$ cat config.mk
export PLATFORM = sky130hd
export DESIGN_NAME = contador_mod_updown
export DESIGN_NICKNAME = d
export VERILOG_FILES = /design/src/rtl/contador_mod_updown.sv
export SDC_FILE = /design/constraint.sdc
export NUM_CORES = 1
export LEC_CHECK = 0
export ABC_AREA = 0
export ABC_CLOCK_PERIOD_IN_PS = 4450
export BUFFER_PORTS_ARGS = -buffer_cell sky130_fd_sc_hd__buf_2
export CAP_MARGIN = 20
export CORE_ASPECT_RATIO = 0.6
export CORE_UTILIZATION = 40
export DETAILED_ROUTE_END_ITERATION = 10
export PLACE_DENSITY = 0.74
export SETUP_SLACK_MARGIN = 0.1
export SLEW_MARGIN = 20
export SYNTH_ARGS = -nofsm -noshare
export SYNTH_HDL_FRONTEND = slang
export SYNTH_SLANG_ARGS = --single-unit
$ cat constraint.sdc
create_clock -name clk -period 4.45 [get_ports clk]
set_clock_uncertainty 0.05 [all_clocks]
set_input_delay 0.445 -clock clk [delete_from_list [all_inputs] [get_ports clk]]
set_output_delay 0.445 -clock clk [all_outputs]
set_load 0.01 [all_outputs]
$ cat src/rtl/contador_mod_updown.sv
// contador_mod_updown: N-bit up/down counter with runtime modulus, sync clear/load,
// wrap or saturate boundary mode, and a registered terminal-count pulse.
module contador_mod_updown #(
  parameter int unsigned N   = 8,
  parameter bit          SAT = 1'b0
) (
  input  logic         clk,
  input  logic         reset,
  input  logic         en,
  input  logic         up,
  input  logic         clr,
  input  logic         ld,
  input  logic [N-1:0] d,
  input  logic [N-1:0] max,
  output logic [N-1:0] q,
  output logic         tc
);

  localparam logic [N-1:0] ONE  = N'(1);
  localparam logic [N-1:0] ZERO = N'(0);

  logic [N-1:0] r_q;
  logic         r_tc;
  logic [N-1:0] w_q_nxt;
  logic         w_tc_nxt;
  logic [N-1:0] w_ld_val;

  // Load value clamped to the current top count
  assign w_ld_val = (d > max) ? max : d;

  // Next count and terminal flag; priority clr > ld > en > hold
  always_comb begin
    w_q_nxt  = r_q;
    w_tc_nxt = 1'b0;
    if (clr) begin
      w_q_nxt = ZERO;
    end else if (ld) begin
      w_q_nxt = w_ld_val;
    end else if (en) begin
      if (up) begin
        if (r_q < max) begin
          w_q_nxt = r_q + ONE;
        end else begin
          // At or above top (max may have dropped below q): boundary step
          w_q_nxt  = SAT ? max : ZERO;
          w_tc_nxt = 1'b1;
        end
      end else begin
        if (r_q == ZERO) begin
          w_q_nxt  = SAT ? ZERO : max;
          w_tc_nxt = 1'b1;
        end else if (r_q > max) begin
          // Top lowered below q while counting down: clamp, no pulse
          w_q_nxt = max;
        end else begin
          w_q_nxt = r_q - ONE;
        end
      end
    end
  end

  // Count and terminal-count registers
  always_ff @(posedge clk or negedge reset) begin
    if (!reset) begin
      r_q  <= ZERO;
      r_tc <= 1'b0;
    end else begin
      r_q  <= w_q_nxt;
      r_tc <= w_tc_nxt;
    end
  end

  assign q  = r_q;
  assign tc = r_tc;

endmodule
=== Word-level counts from Yosys, hierarchy flattened ===
Cells that the tools add are included.

* Add/sub/neg operators: 2
* $lt $le $gt $ge: 3
* Reductions and logical operators: 2
* Mux-type cells: 14

{| class="wikitable"
|+ Operators by type and width
! operator !! number
|-
| $mux W8 || 8
|-
| $gt A8 B8 Y1 || 2
|-
| $add A8 B1 Y8 const B || 1
|-
| $logic_not A8 Y1 || 1
|-
| $lt A8 B8 Y1 || 1
|-
| $sub A8 B1 Y8 const B || 1
|-
| $mux W1 || 6
|-
| $reduce_bool A3 Y1 || 1
|}

* Bits in registers: 9
* Word-level logic and storage cells: 23

=== Logic depth before layout (Yosys ltp) ===
Gate-level depths: netlist of run 1.

* Depth after elaboration: 7
* Gate-level depth with buffers: 9

=== Least setup slack after synthesis of run 1 ===
No wires, ideal clock.

* Path kind: flip-flop to flip-flop
* Start point: reg r_q[0], in the netlist q[0]
* End point: reg r_q[5], in the netlist q[5]
* Arrival time: 2.242 ns
* Cell stages (with the launch flop): 10
* Buffers on the path: 1
* Setup time: 0.136 ns
* Setup slack: 2.022 ns
* Cells stage by stage: dfrtp_1 clkbuf_1 inv_1 ha_1 nor2b_1 o211ai_1 a21oi_1 o311ai_0 a2111oi_4 a21oi_1

* Word-level cells in the longest chain between the ends: 7
* Elaborated cells between the ends (all ways): 12
* Classes of those cells: add/sub (2); order compare (2); mux (7); reduce/logical (1)

{| class="wikitable"
|+ RTL lines
! what !! RTL line !! source
|-
| start, declared || 22 || <nowiki>logic [N-1:0] r_q;</nowiki>
|-
| start signal, assigned || 68 || <nowiki>r_q <= w_q_nxt;</nowiki>
|-
| $sub A8 B1 Y8 / $gt A8 B8 Y1 (equally long branches) || 56, 52 ||
|-
| $mux W8 || 52 || <nowiki>end else if (r_q > max) begin</nowiki>
|-
| $mux W8 || 49 || <nowiki>if (r_q == ZERO) begin</nowiki>
|-
| $mux W8 (*) || 40 || <nowiki>if (up) begin</nowiki>
|-
| $mux W8 (*) || 39 || <nowiki>end else if (en) begin</nowiki>
|-
| $mux W8 (*) || 37 || <nowiki>end else if (ld) begin</nowiki>
|-
| $mux W8 (*) || 35 || <nowiki>if (clr) begin</nowiki>
|}

Mark *: on every way between the ends. The rest lies on a longest branch, timed or not. The select of a mux whose other input is x is not followed.
A chain may end at the register's enable or synchronous reset.

=== Worst setup path after layout of run 1 ===
Same ends and word-level chain as after synthesis.

==> flow_summary.ini, run 1 <==
[critical_path]
cpMostUsedCell = a21oi_1
cp_max_fo = 10
cp_slowest_cell = a21oi_1
path_cells = inv_1 -> ha_1 -> nor2b_1 -> o211ai_1 -> a21oi_1 -> o311ai_0 -> a2111oi_4 -> a21oi_1
path_buf_inv = 1
cp.arrival_ns = 2.81
rrSetupSlack_ns = 1.69
slowest_delay_ns = 0.58
crit_family = compound AO/OA/AOI/OAI gates
cp.required_ns = 4.51
startpoint_type = register
r2r_cells = 8
end_kind = register
r2r_start = q[0]
rr_endpoint = q[5]
worstSetupPathType = register to register

[sta]
fmax_mhz = 363
hold_violations = 0
fin_crit_ns = 2.76
maxSlewHeadroom = 0.543
setup_tns_ns = 0
maxSlewViolCount = 0
fin_crit_sh = 0.620
setup_ws_ns = 1.69
hold_slack_ns = 0.0140
setup_viol = 0
rsz0062_at_grt = false
max_slew.worst_pin.slew_ns = 0.686

[logic_synthesis]
ys_warn_count = 0
ys_seq_area_frac = 0.153
synth-main-ff-cell = dfrtp_1
synth.ff_latch_count = 9
synth_edf_count = 0
yosys.area_share.simple = 0.224
syn_avg_cell_area_sq_um = 7.92
synth-compound-area-share = 0.329
synth_largest_area_cell = ha_1
netlist_area_sq_um = 1470
syn-num-nets = 227
synth_top_family_by_area = compound AO/OA/AOI/OAI gates
synth_fa_ha_area_frac = 0.161
synthArstFlopShare = 1.00
syn-instance-count = 186
ys_top_cells_by_area = ha_1 16%, dfrtp_1 15%, a21oi_1 4.8%
synth.distinct_cells = 48
synth_xor_area_frac = 0.0475
synth.top_cell.area_share = 0.161
synth_mux_area_frac = 0.0136

[cts]
hold_buffers = 0
clkSinkCount = 9
clockRootBuffer = clkbuf_8
clk_path_buf_depth = 2
cts_buffers = 3
post_cts_buffers = 0
cts.repair.resized = 0
cts_tree = yes
path_clk_slew_ns = 0.05
clk-insertion-delay-late_ns = 0.24
cts_max_level = 1

[flow_run]
drv_cap = 0

[placed_design]
io_buffer_count = 30
dpl.hpwl_um = 3670
placed_area_sq_um = 1640
place_ws_ns = 1.74
gp_congestion = 0.968

[grt]
overflow = 0
grt_max_degree = 17
grt_usage = 0.251
grt_pass1_vias = 1451
antenna_found_initial = 0
grt_pass1_wl_um = 7450

[power_and_ir_drop]
vdd_drop_max_mv = 0.134
leakage_nw = 0.795
p_per_area_nw_per_um2 = 270
total_power_uw = 455

[routing]
avgViaCountPerCell = 6.27
drc_errors = 0
drt_iter0_drc = 226
firstDrtPassIters = 4
wl_per_cell_um = 17.8
wirelength_um = 4550
vias = 1606
ant_nets = 0

[final_layout]
drive_gt1_frac = 0.199
layout.nets = 253
syn_to_final_growth_pct = 14.3
diodes = 0
final_cell_area_sq_um = 1680
fillers = 337

[die]
die_y_um = 49.0
core_area_sq_um = 3380
die_w_um = 80.4
ioPinCount = 31
initial_core_util = 0.436
fp.dieArea_sq_um = 3940
rows = 16

[min_path]
min_path_type = input pin to async pin

[status]
run_status = completed
## worst max path at each step
stage                       to    from  depth (start not counted)
after detailed placement  q[5]  max[1]                          9
after CTS                 q[5]    q[0]                          8
after global placement    q[5]  max[1]                          9
after global routing      q[5]    q[0]                          8
final                     q[5]    q[0]                          8
after floorplan           q[5]    q[0]                          9
## power breakdown
part | switching, mW | internal, mW | total, mW | leakage, nW
sequential | 0.0291 | 0.0913 | 0.120 | 0.118
clock | 0.0403 | 0.0631 | 0.103 | 0.0228
combinational | 0.132 | 0.100 | 0.232 | 0.655
## cells by family after synthesis
family                     Yosys count
adders and majority gates           19
AOI/OAI and AO/OA                   64
and+or+nand+nor                     59
buffers and inverters               25
muxes                                2
DFF                                  9
xor gates and xnor gates             8
## cell usage in the layout, fill, tap and decap left out, types with 2 or more instances in the layout
cell / instances
buf_2: 30
ha_1: 19
inv_1: 15
nor2_1: 15
a21oi_1: 14
nand2_1: 9
nand3_1: 9
dfrtp_1: 9
o31ai_1: 6
o21ai_0: 6
o311ai_0: 6
nor3_1: 5
xor2_1: 5
and3_1: 5
a221oi_1: 5
nor2b_1: 4
nand4_1: 3
xnor2_1: 3
o221ai_1: 3
a21o_1: 3
clkbuf_8: 3
o21a_1: 2
or3_1: 2
o31a_1: 2
a32o_1: 2
o21ai_1: 2
a311o_1: 2
mux2i_1: 2
## flip-flops by register name, indices dropped and copies added (netlist names)
register,count
tc,1
q,8
## area by class of cell
| type | count | area [sq um] | share of cell area |
|---|---|---|---|
| Tap cell | 45 | 56.3 | 0.0334 |
| Multi-Input combinational cell | 152 | 1140 | 0.679 |
| Timing Repair Buffer | 31 | 158 | 0.0936 |
| Clock buffer | 4 | 45.0 | 0.0267 |
| Inverter | 15 | 56.3 | 0.0334 |
| Sequential cell | 9 | 225 | 0.134 |
## worst reg2reg max path, delay by kind of cell, from the launching register on
kind	cells	cell delay [ns]
AO/OA/AOI/OAI	5	1.56
flip-flops	1	0.50
adder cells (fa/ha/maj)	1	0.21
buffers and inverters	1	0.19
AND/OR/NAND/NOR	1	0.10
## cell usage after synthesis (all sizes together) (3+ instances only)
cell type	number
ha	19
nor2	16
a21oi	15
inv	15
dfrtp	9
nand2	9
nand3	9
o21ai	8
clkbuf	6
o311ai	6
o31ai	6
a221oi	5
and3	5
nor3	5
xor2	5
buf	4
nor2b	4
a21o	3
nand4	3
o221ai	3
xnor2	3
## per-layer routing
layer / vias up / GRT usage / part of all wire
met5: - / 0 / 0
met4: 0 / 0.0268 / 0.0055
met3: 4 / 0.0579 / 0.13
met2: 102 / 0.318 / 0.37
met1: 731 / 0.421 / 0.49
li1: 769 / - / -
## metrics by stage
step / util / instances
after floorplan: - / 186
after global placement: 0.482 / 251
after CTS: 0.498 / 256
after detailed placement: 0.484 / 252
final: 0.498 / 256
after global routing: 0.498 / 256
Power figures use the tool's default switching activity.
==> run 2, diff against run 1 <==
ABC_CLOCK_PERIOD_IN_PS = 2700   (was 4450)
clock period = 2.7 ns   (was 4.45 ns; I/O delays follow)
==> flow_summary.ini, run 2 (same netlist as run 1, synthesis figures left out) <==
[status]
run_status = completed

[sta]
maxSlewHeadroom = 0.529
max_slew.worst_pin.slew_ns = 0.703
fmax_mhz = 403
hold_violations = 0
setup_viol = 0
fin_crit_sh = 0.918
fin_crit_ns = 2.48
rsz0062_at_grt = false
setup_tns_ns = 0
maxSlewViolCount = 0

[cts]
clockRootBuffer = clkbuf_8
cts_max_level = 1
clk-insertion-delay-late_ns = 0.24
cts_tree = yes
clk_path_buf_depth = 2
path_clk_slew_ns = 0.05
cts_buffers = 3
clkSinkCount = 9

[routing]
firstDrtPassIters = 5
vias = 1711
drc_errors = 0
wirelength_um = 4800
avgViaCountPerCell = 6.36
ant_nets = 0
wl_per_cell_um = 17.8
drt_iter0_drc = 220

[final_layout]
final_cell_area_sq_um = 1800
layout.nets = 266
final_cells = 269
diodes = 0
syn_to_final_growth_pct = 22.0
largest_reg_flops = 8
layout_commonest_cell = buf_2
drive_gt1_frac = 0.250
final_cell_mix = 30 x buf_2, 19 x ha_1, 15 x inv_1

[die]
initial_core_util = 0.436
die_y_um = 49.0
rows = 16
die_w_um = 80.4
fp.dieArea_sq_um = 3940
ioPinCount = 31
core_area_sq_um = 3380

[grt]
overflow = 0
grt_pass1_wl_um = 7650
antenna_found_initial = 0
grt_pass1_vias = 1480
grt_usage = 0.258
grt_max_degree = 17

[power_and_ir_drop]
p_per_area_nw_per_um2 = 442
combPwrFrac = 0.589
p_int_uw = 450
leakage_nw = 0.860
power_frac_seq = 0.202
p_clk_frac = 0.210
netSwitchingFraction = 0.434
vdd_drop_max_mv = 0.269
power_switching_uw = 345

[placed_design]
placed_area_sq_um = 1720
place_inst = 263
io_buffer_count = 30
gp_congestion = 0.914
dpl.hpwl_um = 3810

[critical_path]
crit_family = compound AO/OA/AOI/OAI gates
cp_slowest_cell = a21oi_2
end_kind = register
worstSetupPathType = register to register
cp.required_ns = 2.76
cp.arrival_ns = 2.54
path_buf_inv = 1
startpoint_type = register
slowest_delay_ns = 0.44
cp_max_fo = 8
critPathLaunch = q[1]
r2r_start = q[1]
path_cells = ha_1 -> nor2b_1 -> o211ai_1 -> a21oi_2 -> o311ai_0 -> buf_4 -> a2111oi_4 -> a21oi_1

[flow_run]
drv_cap = 0

[min_path]
worstHoldStart = en
min_path_type = input pin to register
==> run 2: worst min-delay path, stage by stage <==
cell	delay [ns]
buf_2	0.12
nand2_1	0.07
nor3_1	0.05
==> run 2: timing repair <==
action	in CTS	in global routing
hold buffers	1	0
resized for setup	0	3
setup endpoints to repair	0	5
endpoints found under the hold margin	9	0
setup buffers	0	1
==> run 2: final timing paths <==
| check | end | slack (ns) | cells past startpoint |
|---|---|---|---|
| setup / recovery | q[5] | 0.22 | 8 |
| hold / removal | tc | 0.26 | 3 |
| setup reg to reg | q[5] | 0.22 | 8 |
| hold reg to reg | q[4] | 0.66 | 2 |
| max in group asynchronous | q[3] | 2.03 | 2 |
| min in group asynchronous | q[4] | 0.37 | 2 |
==> run 2: per-layer routing <==
layer,vias up,part of all wire,global-route usage,wire length [um]
li1,796,-,-,-
met4,0,0.013,0.0506,61
met3,17,0.12,0.0822,593
met1,781,0.48,0.403,2320
met2,117,0.38,0.335,1820
met5,-,0,0,0
==> run 2: cell type report <==
cell class / instances / area [sq um]
inverters: 15 / 56.3
multi-input cells: 152 / 1160
fillers: 333 / 1590
well taps: 45 / 56.3
flip-flops and latches: 9 / 225
clock buffers: 4 / 45.0
repair buffers: 44 / 258
==> run 2: metrics by stage <==
stage / util / hold WS, ns / power [mW] / setup WS [ns]
final: 0.531 / 0.258 / 0.795 / 0.221
after CTS: 0.525 / 0.263 / 0.776 / 0.139
after global routing: 0.531 / 0.275 / 0.844 / 0.102
after detailed placement: 0.509 / 0.0931 / 0.609 / 0.0660
after global placement: 0.509 / 0.0960 / 0.605 / 0.141
after floorplan: - / -0.0756 / 0.470 / 0.272
==> run 2: power groups by stage <==
| stage | Combinational (mW) | Sequential, mW | Clock, mW |
|---|---|---|---|
| after floorplan | 0.291 | 0.180 | 0 |
| after global placement | 0.443 | 0.162 | 0 |
| after detailed placement | 0.447 | 0.162 | 0 |
| after CTS | 0.453 | 0.160 | 0.164 |
| after global routing | 0.513 | 0.161 | 0.170 |
| final | 0.468 | 0.160 | 0.167 |
